$ cat src/rtl/mips_pkg.sv
// Shared definitions for the single-issue MIPS datapath: opcodes, fetch FSM
// encoding, the NOP word and the branch offset helper.
package mips_pkg;

    localparam logic [5:0] OP_RTYPE = 6'b000000;
    localparam logic [5:0] OP_LW    = 6'b100011;
    localparam logic [5:0] OP_SW    = 6'b101011;
    localparam logic [5:0] OP_BEQ   = 6'b000100;
    localparam logic [5:0] OP_ADDI  = 6'b001000;
    localparam logic [5:0] OP_J     = 6'b000010;

    localparam logic [1:0] ST_IDLE  = 2'd0;
    localparam logic [1:0] ST_REQ   = 2'd1;
    localparam logic [1:0] ST_ISSUE = 2'd2;

    localparam logic [31:0] NOP = 32'h0000_0000;

    typedef enum logic [1:0] {
        SEL_SEQ    = 2'd0,
        SEL_BRANCH = 2'd1,
        SEL_JUMP   = 2'd2
    } pc_sel_e;

    // Word offset of a BEQ immediate, as a byte offset in the 32-bit PC space
    function automatic logic [31:0] branch_offset(input logic [15:0] imm);
        return {{14{imm[15]}}, imm, 2'b00};
    endfunction

endpackage

$ cat src/rtl/next_pc_calc.sv
// Next-PC select for the fetch stage: jump over taken branch over sequential.
// Pure combinational; the caller decides when the result is consumed.
module next_pc_calc
    import mips_pkg::*;
(
    input  logic [31:0] pc_plus4,
    input  logic [25:0] instr_index,
    input  logic        jump,
    input  logic        branch,
    input  logic        zero,
    input  logic [15:0] branch_imm,
    output logic [31:0] next_pc
);

    pc_sel_e     pc_sel;
    logic [31:0] jump_target;
    logic [31:0] branch_target;

    assign jump_target   = {pc_plus4[31:28], instr_index, 2'b00};
    assign branch_target = pc_plus4 + branch_offset(branch_imm);

    always_comb begin
        pc_sel = SEL_SEQ;
        if (jump) begin
            pc_sel = SEL_JUMP;
        end else if (branch && zero) begin
            pc_sel = SEL_BRANCH;
        end
    end

    always_comb begin
        next_pc = pc_plus4;
        case (pc_sel)
            SEL_JUMP:   next_pc = jump_target;
            SEL_BRANCH: next_pc = branch_target;
            default:    next_pc = pc_plus4;
        endcase
    end

endmodule

$ cat src/rtl/instr_fetch_unit.sv
// Sequential instruction fetch: owns the PC, handshakes with instruction
// memory and issues one instruction at a time to the control unit.
//
// state    | meaning
// ---------+--------------------------------------------------------------
// ST_IDLE  | one settling cycle after reset, no request outstanding
// ST_REQ   | imem_req high, imem_addr = pc held until imem_ready
// ST_ISSUE | instr_out valid; leave on !stall with the redirected PC
module instr_fetch_unit
    import mips_pkg::*;
#(
    parameter int               ADDR_W   = 32,
    parameter int               INSTR_W  = 32,
    parameter logic [ADDR_W-1:0] RESET_PC = 32'h0000_0000
) (
    input  logic               clk,
    input  logic               reset,
    output logic               imem_req,
    output logic [ADDR_W-1:0]  imem_addr,
    input  logic               imem_ready,
    input  logic [INSTR_W-1:0] imem_rdata,
    input  logic               stall,
    input  logic               jump,
    input  logic               branch,
    input  logic               zero,
    input  logic [15:0]        branch_imm,
    output logic [INSTR_W-1:0] instr_out,
    output logic [5:0]         opcode_out,
    output logic               instr_valid,
    output logic [ADDR_W-1:0]  pc_out,
    output logic [ADDR_W-1:0]  pc_plus4,
    output logic [31:0]        issue_count
);

    // Low bits forced to zero so a misaligned RESET_PC cannot break alignment
    localparam logic [ADDR_W-1:0] RESET_PC_ALIGNED = {RESET_PC[ADDR_W-1:2], 2'b00};

    logic [1:0]        state;
    logic [ADDR_W-1:0] pc;
    logic [ADDR_W-1:0] next_pc;

    assign pc_plus4 = pc + ADDR_W'(4);

    next_pc_calc u_next_pc_calc (
        .pc_plus4    (pc_plus4),
        .instr_index (instr_out[25:0]),
        .jump        (jump),
        .branch      (branch),
        .zero        (zero),
        .branch_imm  (branch_imm),
        .next_pc     (next_pc)
    );

    always_ff @(posedge clk) begin
        if (reset) begin
            state       <= ST_IDLE;
            pc          <= RESET_PC_ALIGNED;
            instr_out   <= NOP;
            issue_count <= '0;
        end else begin
            case (state)
                ST_IDLE: begin
                    state <= ST_REQ;
                end
                ST_REQ: begin
                    if (imem_ready) begin
                        instr_out <= imem_rdata;
                        state     <= ST_ISSUE;
                    end
                end
                ST_ISSUE: begin
                    // Redirect inputs only matter on the cycle we leave ISSUE
                    if (!stall) begin
                        pc          <= next_pc;
                        issue_count <= issue_count + 32'd1;
                        state       <= ST_REQ;
                    end
                end
                default: begin
                    state <= ST_IDLE;
                end
            endcase
        end
    end

    assign imem_req    = (state == ST_REQ);
    assign imem_addr   = pc;
    assign instr_valid = (state == ST_ISSUE);
    assign pc_out      = pc;
    assign opcode_out  = instr_out[31:26];

endmodule

$ cat config.mk
export PLATFORM = sky130hd
export DESIGN_NAME = instr_fetch_unit
export DESIGN_NICKNAME = d
export VERILOG_FILES = /design/src/rtl/mips_pkg.sv /design/src/rtl/next_pc_calc.sv /design/src/rtl/instr_fetch_unit.sv
export SDC_FILE = /design/constraint.sdc
export NUM_CORES = 1
export LEC_CHECK = 0
export ABC_AREA = 0
export ABC_CLOCK_PERIOD_IN_PS = 7800
export BUFFER_PORTS_ARGS = -buffer_cell sky130_fd_sc_hd__buf_4
export CAP_MARGIN = 20
export CORE_MARGIN = 2
export CORE_UTILIZATION = 55
export DETAILED_ROUTE_END_ITERATION = 16
export PLACE_DENSITY = 0.95
export SLEW_MARGIN = 20
export SYNTH_ARGS = -nofsm -noshare
export SYNTH_HDL_FRONTEND = slang
export SYNTH_SLANG_ARGS = --single-unit
$ cat constraint.sdc
create_clock -name clk -period 7.8 [get_ports clk]
set_input_delay 0 -clock clk [delete_from_list [all_inputs] [get_ports clk]]
set_output_delay 0 -clock clk [all_outputs]
set_load 0.01 [all_outputs]
### After elaboration in Yosys (flattened, before gate mapping)

Cells that the tools add are included.

* input port bits: 55
* bits in registers: 98
* word-level logic and storage cells: 25

* reduce and logical (&&, ||, !) cells: 5
* multiplexer cells: 6
* add/subtract/negate cells: 3
* eq/ne operators: 6
* bitwise logic cells: 1

Operator list (number)
* $pmux W32 S2: 1
* $add A32 B1 Y32 const B: 1
* $add A32 B3 Y32 const B: 1
* $add A32 B32 Y32: 1
* $mux W2: 3
* $pmux W2 S3: 1
* $reduce_and A2 Y1: 3
* $eq A2 B1 Y1 const B: 2
* $eq A2 B2 Y1 const B: 2
* $logic_not A2 Y1: 1
* $ne A2 B1 Y1 const B: 1
* $ne A2 B2 Y1 const B: 1
* $logic_and A1 B1 Y1: 1
* $mux W1: 1
* $not A1 Y1: 1

### Logic depth before layout (Yosys ltp)

* word-level depth: 5
* depth in mapped cells: 17
* depth with buffers taken out: 16

### By module

From an unflattened synthesis, not the netlist that was laid out.

* cells, all modules: 966
* area total of the unflattened synthesis: 7066.8 um2

By module, submodules not included
* instr_fetch_unit: cells each 594, area an instance 4680.7 um2, instances 1
* next_pc_calc: cells each 372, area an instance 2386.0 um2, instances 1

### Worst setup path before layout

OpenSTA, ideal clock, no wires.

* path kind: register to register
* from: register pc[8] (netlist: imem_addr[8])
* to: register pc[31] (netlist: imem_addr[31])
* clock period less this slack: 3976 ps
* stages on the path, launching flop included: 17
* arrival time: 3853 ps
* path slack: 3824 ps
* library setup time: 123 ps
* path buffers: 1
* cells stage by stage: dfxtp_1 > and4_1 > and3_1 > and3_1 > nand2_1 > nor3_1 > xor2_1 > ha_1 > clkbuf_1 > and3_1 > and2_1 > a32o_1 > o41ai_2 > a22oi_1 > mux2i_1 > mux2i_1 > mux2_1

* cells in the longest elaborated chain, start to end: 3

RTL lines
* start: declaration: RTL line instr_fetch_unit.sv:39 `logic [ADDR_W-1:0] pc;`
* start signal: assignment: RTL line instr_fetch_unit.sv:74 `pc <= next_pc;`
* $add A32 B3 Y32: RTL line instr_fetch_unit.sv:42 `assign pc_plus4 = pc + ADDR_W'(4);`
* net pc_plus4[24]: RTL line instr_fetch_unit.sv:31 `output logic [ADDR_W-1:0] pc_plus4,`
* $add A32 B32 Y32: RTL line next_pc_calc.sv:20 `assign branch_target = pc_plus4 + branch_offset(branch_imm);`
* $pmux W32 S2: RTL line next_pc_calc.sv:33 `case (pc_sel)`

The timed path passes the listed nets, and every way through them passes these cells.
A chain may end at the register's enable or synchronous reset.

### Worst setup path in the final report

* from: register pc[4] (netlist: imem_addr[4])
* to: register pc[31] (netlist: imem_addr[31])

* cells in the longest elaborated chain, start to end: 3

RTL lines (RTL line)
* $add A32 B3 Y32 (*): instr_fetch_unit.sv:42
* $add A32 B32 Y32: next_pc_calc.sv:20
* $pmux W32 S2 (*): next_pc_calc.sv:33

Mark *: on every way between the ends. The rest lies on a longest branch, timed or not.

==> impl_results.md <==
- Status: completed
- Part of the cycle the worst path needs: 57.7%
- Worst skew pair latency: between 300 and 400 ps
- I/O pin cnt: 223
- Worst path max stage delay: 490 ps
- Initial antenna violation count: 0
- Layout cell share with drive strength beyond 1: 24.2%
- I/O Buffers: 216
- Clock Skew: 7.89 ps
- Reg area: 1920 sq um
- YS warnings: 0
- Cells on worst reg2reg path: 15
- Total gr overflow: 0
- Lkg Pwr: 0.00384 uW
- Vias/cell: 6.10
- Switch share: 27.8%
- Root Buffer: clkbuf_16
- Chip width: about 110 microns
- Max frequency: 222 MHz
- GP Congestion: 0.939
- Post-route ant nets: 0
- Sequential power share: between 40% and 50%
- R2r setup slk: 3300 ps
- CP Capture Type: flop
- Int Pwr: approximately 900 uW
- Cells along the critical path: and4_1 > and3_1 > nand4_1 > nor2_1 > nand2_1 > xnor2_1 > ha_1 > and3_1 > and2_1 > a32o_1 > o41ai_2 > a22oi_1 > mux2i_1 > mux2i_1 > mux2_1
- RSZ-0062 raised after global routing: false
- Worst path slowest cell: dfxtp_1
- Startpoint type of the worst setup path: flop
- Setup-failing EPs final: 0
- CP Class: reg -> reg
- Min Tclk post-route: 4500 ps
- WP data arrival: 4740 ps
- Hpwl dp: 14800 microns
- Worst R2R Start: imem_addr[4]
- Synth top area share: a little under a third
- Switching pwr: 345 uW
- Hold Path Stages: 5
- H-tree levels: 3
- Site Rows: 39
- Worst Hold Class: in -> reg
- WHS Endpoint: imem_addr[13]
- Die area: 12400 sq um
- Least-Margin Pin Slew: 896 ps
- Final hold violations: 0
- Hold_ws: 189 ps
- Tot GR Track Use: between 30% and 40%
- Mapped Cells: 814
- Yosys reg bits: 96
- Die Y: approximately 110 microns
- Peak supply drop: between 100 and 150 uV
- Final max-slew violation count: 0
- Layout fillers: between 800 and 900
- Synth area leaders: dfxtp_1 (30%), nand2_1 (7.8%), ha_1 (7.5%)
- Pin count of the biggest net entering global routing: 84
- First-pass GRT wire length: 34900 microns
- Area grow syn2layout: 33.0%
- Distinct cells, synth: 52
- Register area share after synthesis: 30.4%
- Via Count: 7042
- Hold path startpoint: branch_imm[11]
- Synth async-reset ratio: 0%
- Hold_buf cts: 34
- Initial detailed-routing violation count: 718
- Most common flop cell mapped by yosys: dfxtp_1
- Multi-input logic area: 3940 sq um
- Clk pwr share: 40.2%
- Clk sinks: 96
- Post-CTS setup buffer count: 0
- Drt total wl: 21800 microns
- DRC errors left: 0
- CTS buffer count: 9
- Max Cap Viol: 0
- Wire length per cell: 18.9 microns
- Post-Syn Area per Cell: 7.77 sq um
- Number of antenna cells inserted: 0
- CP required: 8040 ps
- Combinational power share: between 15 and 20%
- Initial Utilization: between 50% and 60%
- Post-CTS resize count: 0
- PD cells: 147 nW/um^2
- Placeable Area: 11300 sq um
- Reg clk slew, reported paths: 70 ps
- Mapped Area: 6320 sq um
- CP max FO: 8
- Setup TNS: 0 ps
- Slew margin rel.: 40.3%
- Bufs on Longest Clock Path: 2
- Post-synth EDFFs: 0
- Vias in the first global route: ~6600
- Final #Nets: 1101
- CTS tree: built
- Dominant cell type by area after synthesis: dfxtp_1
- DRT Pass-1 Iters: 5
- Reg-to-reg endpoint: imem_addr[31]
-- how the worst max path moves through the flow --
stage	cells past startpoint	slack, ps	startpoint	end
floorplan	16	3820	imem_addr[8]	imem_addr[31]
global placement	15	3760	imem_addr[8]	imem_addr[31]
detailed placement	15	3560	imem_addr[4]	imem_addr[31]
CTS	15	3500	imem_addr[4]	imem_addr[31]
global route	15	3000	imem_addr[4]	imem_addr[31]
finish	15	3300	imem_addr[4]	imem_addr[31]
-- cell families after synthesis --
logic type | count (synthesis) | share of synthesized area [%]
fa+ha+maj | 39 | 7.84
buf+inv | 89 | 7.78
flops | 96 | 30.4
xor+xnor | 79 | 10.9
other cells | 1 | 0.0593
mux | 4 | 0.653
simple gates | 296 | 21.4
compound gates | 210 | 20.9
-- per-stage QoR --
step / cell area (sq um) / util, % / setup WS [ps] / instances / total power (uW)
after floorplan: 6340 / - / 3820 / 819 / 647
after global placement: 7740 / 68.4 / 3760 / 1105 / 727
after detailed placement: 7740 / 68.4 / 3560 / 1105 / 729
after CTS: 8410 / 74.3 / 3500 / 1154 / 1230
after global routing: 8410 / 74.3 / 3000 / 1154 / 1280
final: 8410 / 74.3 / 3300 / 1154 / 1240
-- state kept, by name, indices dropped and copies added, names as in the netlist --
name	count
imem_addr	30
instr_out	32
issue_count	32
state	2
-- cells in the final DEF, fill, tap and decap left out, drive strengths merged, types with 6 or more instances in the layout --
cell type | netlist | routed
a21o | 16 | 16
nand3 | 25 | 25
or3 | 6 | 6
a221oi | 19 | 19
xor2 | 35 | 35
dlygate4sd3 | 0 | 34
nand4 | 18 | 18
and3 | 16 | 16
inv | 11 | 13
dfxtp | 96 | 96
clkbuf | 33 | 10
a221o | 6 | 6
ha | 38 | 38
conb | 1 | 6
nor2b | 10 | 10
buf | 45 | 221
nor2 | 55 | 55
nand2 | 131 | 131
nor3 | 13 | 13
a21oi | 90 | 90
o21ai | 38 | 38
xnor2 | 44 | 44
-- power by group through the flow --
| stage | Combinational [uW] | Sequential [uW] | Clock, uW |
|---|---|---|---|
| 5_1_grt | 236 | 522 | 522 |
| 3_5_place_dp | 198 | 531 | 0 |
| 3_3_place_gp | 196 | 530 | 0 |
| 6_report | 221 | 521 | 498 |
| 2_1_floorplan | 115 | 532 | 0 |
| 4_1_cts | 214 | 520 | 497 |
-- synthesized netlist by cell type, drive strengths merged, types with 2 or more instances --
library cell and n:
buf 45, o21a 5, nor2 55, xor2 35, a31oi 5, or3 6
or2 5, o211a 2, nand2 131, dfxtp 96, nor3 13, nor3b 2
nand3 25, a21o 16, and3 16, mux2i 3, clkbuf 33, a221oi 19
a21oi 90, xnor2 44, o21bai 5, a22oi 5, nand4 18, and2 5
and4 5, a221o 6, a21boi 4, nor2b 10, inv 11, o21ai 38
ha 38, a32o 2, nor4 2, nand2b 3, a211oi 2, o41ai 2
-- routing by layer --
layer  routed length (microns)  vias up  GRT usage (%)  part of all wire, %
met1                      8400     3296           44.0                   39
li1                          -     3214              -                    -
met5                         0        -              0                    0
met3                      2570       71           9.57                   12
met2                     10000      461           55.5                   46
met4                       804        0           15.9                  3.7
-- worst max-delay path, delay by kind of cell, from the launching register on --
| kind | cells | cell delay (ps) |
|---|---|---|
| AO/OA/AOI/OAI | 3 | 710 |
| adder cells (fa/ha/maj) | 1 | 370 |
| AND/OR/NAND/NOR | 7 | 1560 |
| flip-flops | 1 | 490 |
| multiplexers | 3 | 850 |
| XOR/XNOR | 1 | 400 |
-- cell type report --
class	instances	share of cell area (%)
flip-flops and latches	96	22.9
clock inverters	5	1.04
clock buffers	10	2.84
repair buffers	255	23.8
multi-input cells	634	46.9
inverters	11	0.491
well taps	143	2.13
Power figures use the tool's default switching activity.
